===== src/rtl/pmt_gate_count_ctrl.sv =====
// pmt_gate_count_ctrl: gated up/down photon counter with synchronised inputs and valid/ready result handoff
module pmt_gate_count_ctrl #(
    parameter int CNT_W  = 16,
    parameter int GATE_W = 20
) (
    input  logic              clk,
    input  logic              reset,
    input  logic              up_in,
    input  logic              down_in,
    input  logic              start,
    input  logic [GATE_W-1:0] gate_len,
    output logic              busy,
    output logic [CNT_W-1:0]  count_out,
    output logic              sat,
    output logic              result_valid,
    input  logic              result_ready
);
    typedef enum logic [1:0] {IDLE, GATE, HOLD} state_t;
    localparam logic signed [CNT_W-1:0] ACC_MAX = {1'b0, {(CNT_W-1){1'b1}}};
    localparam logic signed [CNT_W-1:0] ACC_MIN = {1'b1, {(CNT_W-1){1'b0}}};
    localparam logic signed [CNT_W-1:0] ONE     = {{(CNT_W-1){1'b0}}, 1'b1};
    localparam logic [GATE_W-1:0]       LAST    = {{(GATE_W-1){1'b0}}, 1'b1};
    state_t                  state, state_n;
    logic [1:0]              up_sync, down_sync;
    logic                    up_hist, down_hist, up_edge, down_edge;
    logic                    step_up, step_dn;
    logic signed [CNT_W-1:0] acc, acc_n;
    logic                    acc_sat, acc_sat_n;
    logic [GATE_W-1:0]       timer, timer_n;
    logic [CNT_W-1:0]        count_n;
    logic                    sat_n, valid_n;
    // two-flop synchronisers followed by a registered rising-edge detector per channel
    always_ff @(posedge clk) begin
        if (reset) begin
            up_sync   <= '0;
            down_sync <= '0;
            up_hist   <= 1'b0;
            down_hist <= 1'b0;
            up_edge   <= 1'b0;
            down_edge <= 1'b0;
        end else begin
            up_sync   <= {up_sync[0], up_in};
            down_sync <= {down_sync[0], down_in};
            up_hist   <= up_sync[1];
            down_hist <= down_sync[1];
            up_edge   <= up_sync[1] & ~up_hist;
            down_edge <= down_sync[1] & ~down_hist;
        end
    end
    assign step_up = up_edge & ~down_edge;
    assign step_dn = down_edge & ~up_edge;
    // gate sequencing, saturating accumulation and result latching
    always_comb begin
        state_n   = state;
        acc_n     = acc;
        acc_sat_n = acc_sat;
        timer_n   = timer;
        count_n   = count_out;
        sat_n     = sat;
        valid_n   = result_valid;
        unique case (state)
            IDLE: if (start) begin
                acc_n     = '0;
                acc_sat_n = 1'b0;
                timer_n   = gate_len;
                if (gate_len == '0) begin
                    state_n = HOLD;
                    count_n = '0;
                    sat_n   = 1'b0;
                    valid_n = 1'b1;
                end else begin
                    state_n = GATE;
                end
            end
            GATE: begin
                acc_n     = (step_up && acc != ACC_MAX) ? acc + ONE :
                            (step_dn && acc != ACC_MIN) ? acc - ONE : acc;
                acc_sat_n = acc_sat | (step_up && acc == ACC_MAX) | (step_dn && acc == ACC_MIN);
                timer_n   = timer - LAST;
                if (timer == LAST) begin
                    state_n = HOLD;
                    count_n = acc_n;
                    sat_n   = acc_sat_n;
                    valid_n = 1'b1;
                end
            end
            HOLD: if (result_ready) begin
                state_n = IDLE;
                valid_n = 1'b0;
            end
            default: state_n = IDLE;
        endcase
    end
    // state and result registers; busy is registered alongside state
    always_ff @(posedge clk) begin
        if (reset) begin
            state        <= IDLE;
            busy         <= 1'b0;
            acc          <= '0;
            acc_sat      <= 1'b0;
            timer        <= '0;
            count_out    <= '0;
            sat          <= 1'b0;
            result_valid <= 1'b0;
        end else begin
            state        <= state_n;
            busy         <= state_n != IDLE;
            acc          <= acc_n;
            acc_sat      <= acc_sat_n;
            timer        <= timer_n;
            count_out    <= count_n;
            sat          <= sat_n;
            result_valid <= valid_n;
        end
    end
endmodule


===== config.mk =====
export PLATFORM = sky130hd
export DESIGN_NAME = pmt_gate_count_ctrl
export DESIGN_NICKNAME = d
export VERILOG_FILES = /design/src/rtl/pmt_gate_count_ctrl.sv
export SDC_FILE = /design/constraint.sdc
export NUM_CORES = 1
export LEC_CHECK = 0
export ABC_AREA = 1
export BUFFER_PORTS_ARGS = -buffer_cell sky130_fd_sc_hd__buf_2
export CAP_MARGIN = 20
export CORE_ASPECT_RATIO = 1.4
export CORE_UTILIZATION = 60
export DETAILED_ROUTE_END_ITERATION = 10
export GPL_ROUTABILITY_DRIVEN = 0
export PLACE_DENSITY = 0.88
export SETUP_SLACK_MARGIN = 0.05
export SLEW_MARGIN = 5
export SYNTH_ARGS = -nofsm -noshare
export SYNTH_HDL_FRONTEND = slang
export SYNTH_SLANG_ARGS = --single-unit

===== constraint.sdc =====
create_clock -name clk -period 3.8 [get_ports clk]
set_input_delay 0.57 -clock clk [delete_from_list [all_inputs] [get_ports clk]]
set_output_delay 0.57 -clock clk [all_outputs]
set_load 0.02 [all_outputs]

Yosys cells after proc, flatten, opt, wreduce, memory -nomap -nowiden
Index checks and enable logic that the tools add are counted.

Register bits: 66. Input port bits: 26.

$add $sub $neg: 3. Eq/ne operators: 11. Mux-type cells: 26. Bitwise logic cells: 10. Reductions and logical operators: 12.

Operator list (number): $mux 16 (6); $pmux 16 s2 (2); $pmux 20 s2 (1); $eq 16x16->1 const B (2); $ne 16x16->1 const B (2); $eq 20x1->1 const B (1); $logic_not 20->1 (1); $mux 20 (1); $sub 20x1->20 const B (1); $add 16x2->16 const B (1); $sub 16x2->16 const B (1); $mux 1 (8); $mux 2 (4); $ne 2x2->1 const B (4); $pmux 2 s3 (1); $reduce_and 5->1 (1); $and 1x1->1 (4); $logic_and 1x1->1 (4); $not 1->1 (4); $pmux 1 s2 (2); $reduce_and 4->1 (1); $reduce_bool 2->1 (2); $pmux 1 s3 (1); $reduce_bool 3->1 (1); 5 further kinds (6).

Longest topological paths before layout
Depth in word-level cells: 7. Gate-level depth with buffers: 12. Mapped depth without buffers: 12.

Least setup slack after synthesis
No wires, ideal clock.

Kind: reg-to-reg. Start: register acc[0]. End: register acc[2]. Library setup time: 0.131 ns. Data arrival time: 1.514 ns. Path slack: 2.156 ns. Stages on the path, launching flop included: 12. Buffers on the path: 1. Cells stage by stage: dfxtp_1 > ha_1 > nand3_1 > inv_1 > nand2_2 > nor2_2 > nor2_4 > buf_8 > nand2_4 > nand3_1 > nand3_2 > a21oi_2.

Word-level cells in the longest chain between the ends: 5.

RTL lines: start: declaration (line 27) `logic signed [CNT_W-1:0] acc, acc_n;`; start signal: assignment (line 108) `acc <= acc_n;`; parallel branches: the longest is 3 deep, another holds $sub 16x2->16; $mux 16 (*) (line 76) `acc_n = (step_up && acc != ACC_MAX) ? acc + ONE :`; $pmux 16 s2 (*) (line 61) `unique case (state)`.

Mark *: on every way between the ends. A chain may end at the register's enable or synchronous reset.

Worst setup path in the final report
Start: register acc[0]. End: register acc[1].

Same word-level chain as after synthesis.

==> flow_metrics.tcl <==
set metrics [dict create \
    outcome "complete, no violations" \
    dr.pass1.iters 7 \
    cellInternalPower_w 0.001169 \
    core-area_um2 6656 \
    dpl_cell_area_um2 4358 \
    ys_types 41 \
    vias 4320 \
    viasPerCell 5.393 \
    crit_type "reg -> reg" \
    synth-seq-cells 66 \
    wl_per_cell_um 13.18 \
    grt_overflow 0 \
    final_layout_size_suffix_gt1_frac 0.1340 \
    postRouteAntennaNets 0 \
    slowest_stage "nor2_4" \
    yosys_warnings 0 \
    cts_tree "yes" \
    syn_to_final_growth_pct 9.663 \
    synth_area_leaders "dfxtp_1 32%, nand2_1 19%, inv_1 8.5%" \
    ff2ff_path_depth 10 \
    worstSkewPairLatency_ns 0.36 \
    drtIter0Drc 358 \
    dpl.hpwl_um 7603 \
    clockPowerShare 0.346 \
    hold_viol 0 \
    h-tree-depth 3 \
    grtUsageTotal 0.3166 \
    wl_met2_um 5418 \
    drc_errors 0 \
    synth_fp_nets 699 \
    timing.final.crit_share 0.6048 \
    rsz0062_at_grt "no" \
    dp.cells 785 \
    fin_skew_ns 0.01165 \
    critPathMaxFanout 17 \
    ys_seq_area_frac 0.3179 \
    cts_inserted_buffers 9 \
    antenna_found_initial 0 \
    cts.sinks 66 \
    max-slew-margin-rel 0.2582 \
    path_common_cell "nand3_1" \
    yosysTopAreaCellShare 0.3179 \
    grt_max_degree 43 \
    required_ns 4.08 \
    syn_inst 668 \
    combinationalPowerShare 0.213 \
    antenna_cells 0 \
    fmax_mhz 435.1 \
    root_buffer "clkbuf_8" \
    ir_worst_vdd_uv 317.0 \
    netlist_area_um2 4156 \
    ctsResizeCount 0 \
    power_leakage_nw 2.253 \
    cts_max_path_buffers 2 \
    crit_path_end_kind "register" \
    dr_wl_met3_um 617 \
    m1WireLength_um 3880 \
    dieWidth_um 72.35 \
    final_util 0.6848 \
    synth.avg_cell_area_um2 6.222 \
    std_cell_rows 35 \
    drv_cap 0 \
    postCtsSetupBuffers 0 \
    pre_cts_slack_ns 1.339 \
    fin_nets 735 \
    powerDensity_nw_per_um2 384.8 \
    min_path_type "reg -> reg" \
    worstPathArrival_ns 2.57 \
    initial_core_util 0.6244 \
    setup_viol 0 \
    fin_area_um2 4558 \
    top_layer_used "met4" \
    maxSlewViolCount 0 \
    grt_pass1_vias 4163 \
    nFillCells 591 \
    clk_pin_slew_ns 0.07 \
    final_cells 801 \
    crit_chain "ha_1 -> nand3_1 -> inv_1 -> nand2_2 -> nor2_2 -> nor2_4 -> inv_1 -> nand3_1 -> nand3_1 -> a21oi_1" \
    tightest_slew_ns 1.109 \
    critPathLaunchType "register" \
    drt_wl_total_um 10560 \
    min_path_cells 1 \
    p_switching_w 0.0005854 \
    io_buffer_count 44 \
    cts_hold_buf 0 \
    fin_ws_ns 1.502 \
    crit_path_max_incr_delay_ns 0.39 \
    synth_top_area_cell "dfxtp_1" \
    die_area_um2 7269 \
    finalCriticalPeriod_ns 2.298 \
    tns_ns 0 \
    pwr-share-seq 0.442 \
    chipHeight_um 100.5 \
    io_pins 45 \
    swShare 0.3338 \
    grt_pass1_wl_um 17990 \
]
## stage by stage
stage | total power (W) | hold WS, ns
2_1_floorplan | 0.001066 | 0.3744
3_3_place_gp | 0.001141 | 0.3785
3_5_place_dp | 0.001153 | 0.3845
4_1_cts | 0.001757 | 0.3946
5_1_grt | 0.001845 | 0.4128
6_report | 0.001754 | 0.3904
## layer usage
| layer | track usage | up-vias |
|---|---|---|
| li1 | - | 2161 |
| met1 | 0.3302 | 1929 |
| met2 | 0.5665 | 186 |
| met3 | 0.05600 | 44 |
| met4 | 0.2172 | 0 |
| met5 | 0 | - |
## cell type report
type                            count  area (µm²)  area share
Multi-Input combinational cell    484        2317      0.5084
Clock buffer                        9       123.9     0.02718
Tap cell                           92       115.1     0.02525
Clock inverter                      7       76.32     0.01674
Timing Repair Buffer               47       242.7     0.05325
Inverter                           96       361.6     0.07933
Sequential cell                    66        1321      0.2899
## power by group through the flow
stage               registers, W  logic [W]  clock network, W
floorplan               0.000802   0.000264                 0
global placement        0.000786   0.000354                 0
detailed placement      0.000789   0.000364                 0
CTS                     0.000773   0.000369          0.000615
global route            0.000780   0.000422          0.000642
finish                  0.000775   0.000373          0.000607
## path summary, 6_finish.rpt
check / endpoint / slack (ns) / from
max: acc[1]$_SDFFE_PP0P_ / 1.50 / acc[0]$_SDFFE_PP0P_
min: down_edge$_SDFF_PP0_ / 0.39 / down_hist$_SDFF_PP0_
max reg2reg: acc[1]$_SDFFE_PP0P_ / 1.50 / acc[0]$_SDFFE_PP0P_
min reg2reg: down_edge$_SDFF_PP0_ / 0.39 / down_hist$_SDFF_PP0_
## sequential cells by signal (all words and copies together) (netlist names)
| signal | cells |
|---|---|
| timer | 20 |
| up_hist | 1 |
| count_out | 16 |
| result_valid | 1 |
| state | 2 |
| sat | 1 |
| acc | 16 |
| up_sync | 2 |
| acc_sat | 1 |
| down_sync | 2 |
| down_hist | 1 |
| down_edge | 1 |
| up_edge | 1 |
| busy | 1 |
## kinds of logic after synthesis
kind of cell / Yosys count / share of synthesized area
xor+xnor: 14 / 0.02950
simple gates: 385 / 0.3989
buf+inv: 118 / 0.1246
fa+ha+maj: 5 / 0.01505
compound gates: 80 / 0.1141
flops: 66 / 0.3179
## synthesized netlist by cell type, drive strengths merged
| cell type | count |
|---|---|
| a21oi | 46 |
| a22oi | 1 |
| a31oi | 7 |
| buf | 12 |
| clkbuf | 9 |
| clkinv | 2 |
| dfxtp | 66 |
| dlygate4sd1 | 1 |
| ha | 5 |
| inv | 94 |
| nand2 | 222 |
| nand3 | 59 |
| nand3b | 1 |
| nand4 | 6 |
| nor2 | 84 |
| nor3 | 10 |
| o211ai | 3 |
| o21ai | 18 |
| o221ai | 2 |
| o22ai | 2 |
| o311ai | 1 |
| or2 | 3 |
| xnor2 | 2 |
| xor2 | 12 |
## worst max-delay path: cells and delay by family, from the launching register on
kind	cells	cell delay, ns
flops	1	0.36
compound gates	1	0.18
simple gates	6	1.01
fa+ha+maj	1	0.28
buf+inv	2	0.39
## layout by cell type (no fill, tap or decap), drive strengths merged, types with 9 or more instances in the layout
cell    netlist  layout
inv          94      96
nor2         84      84
o21ai        18      18
nand2       222     222
xor2         12      12
nand3        59      59
nor3         10      10
dfxtp        66      66
clkbuf        9       9
buf          12      47
a21oi        46      46
(Power assumes the default switching activity.)
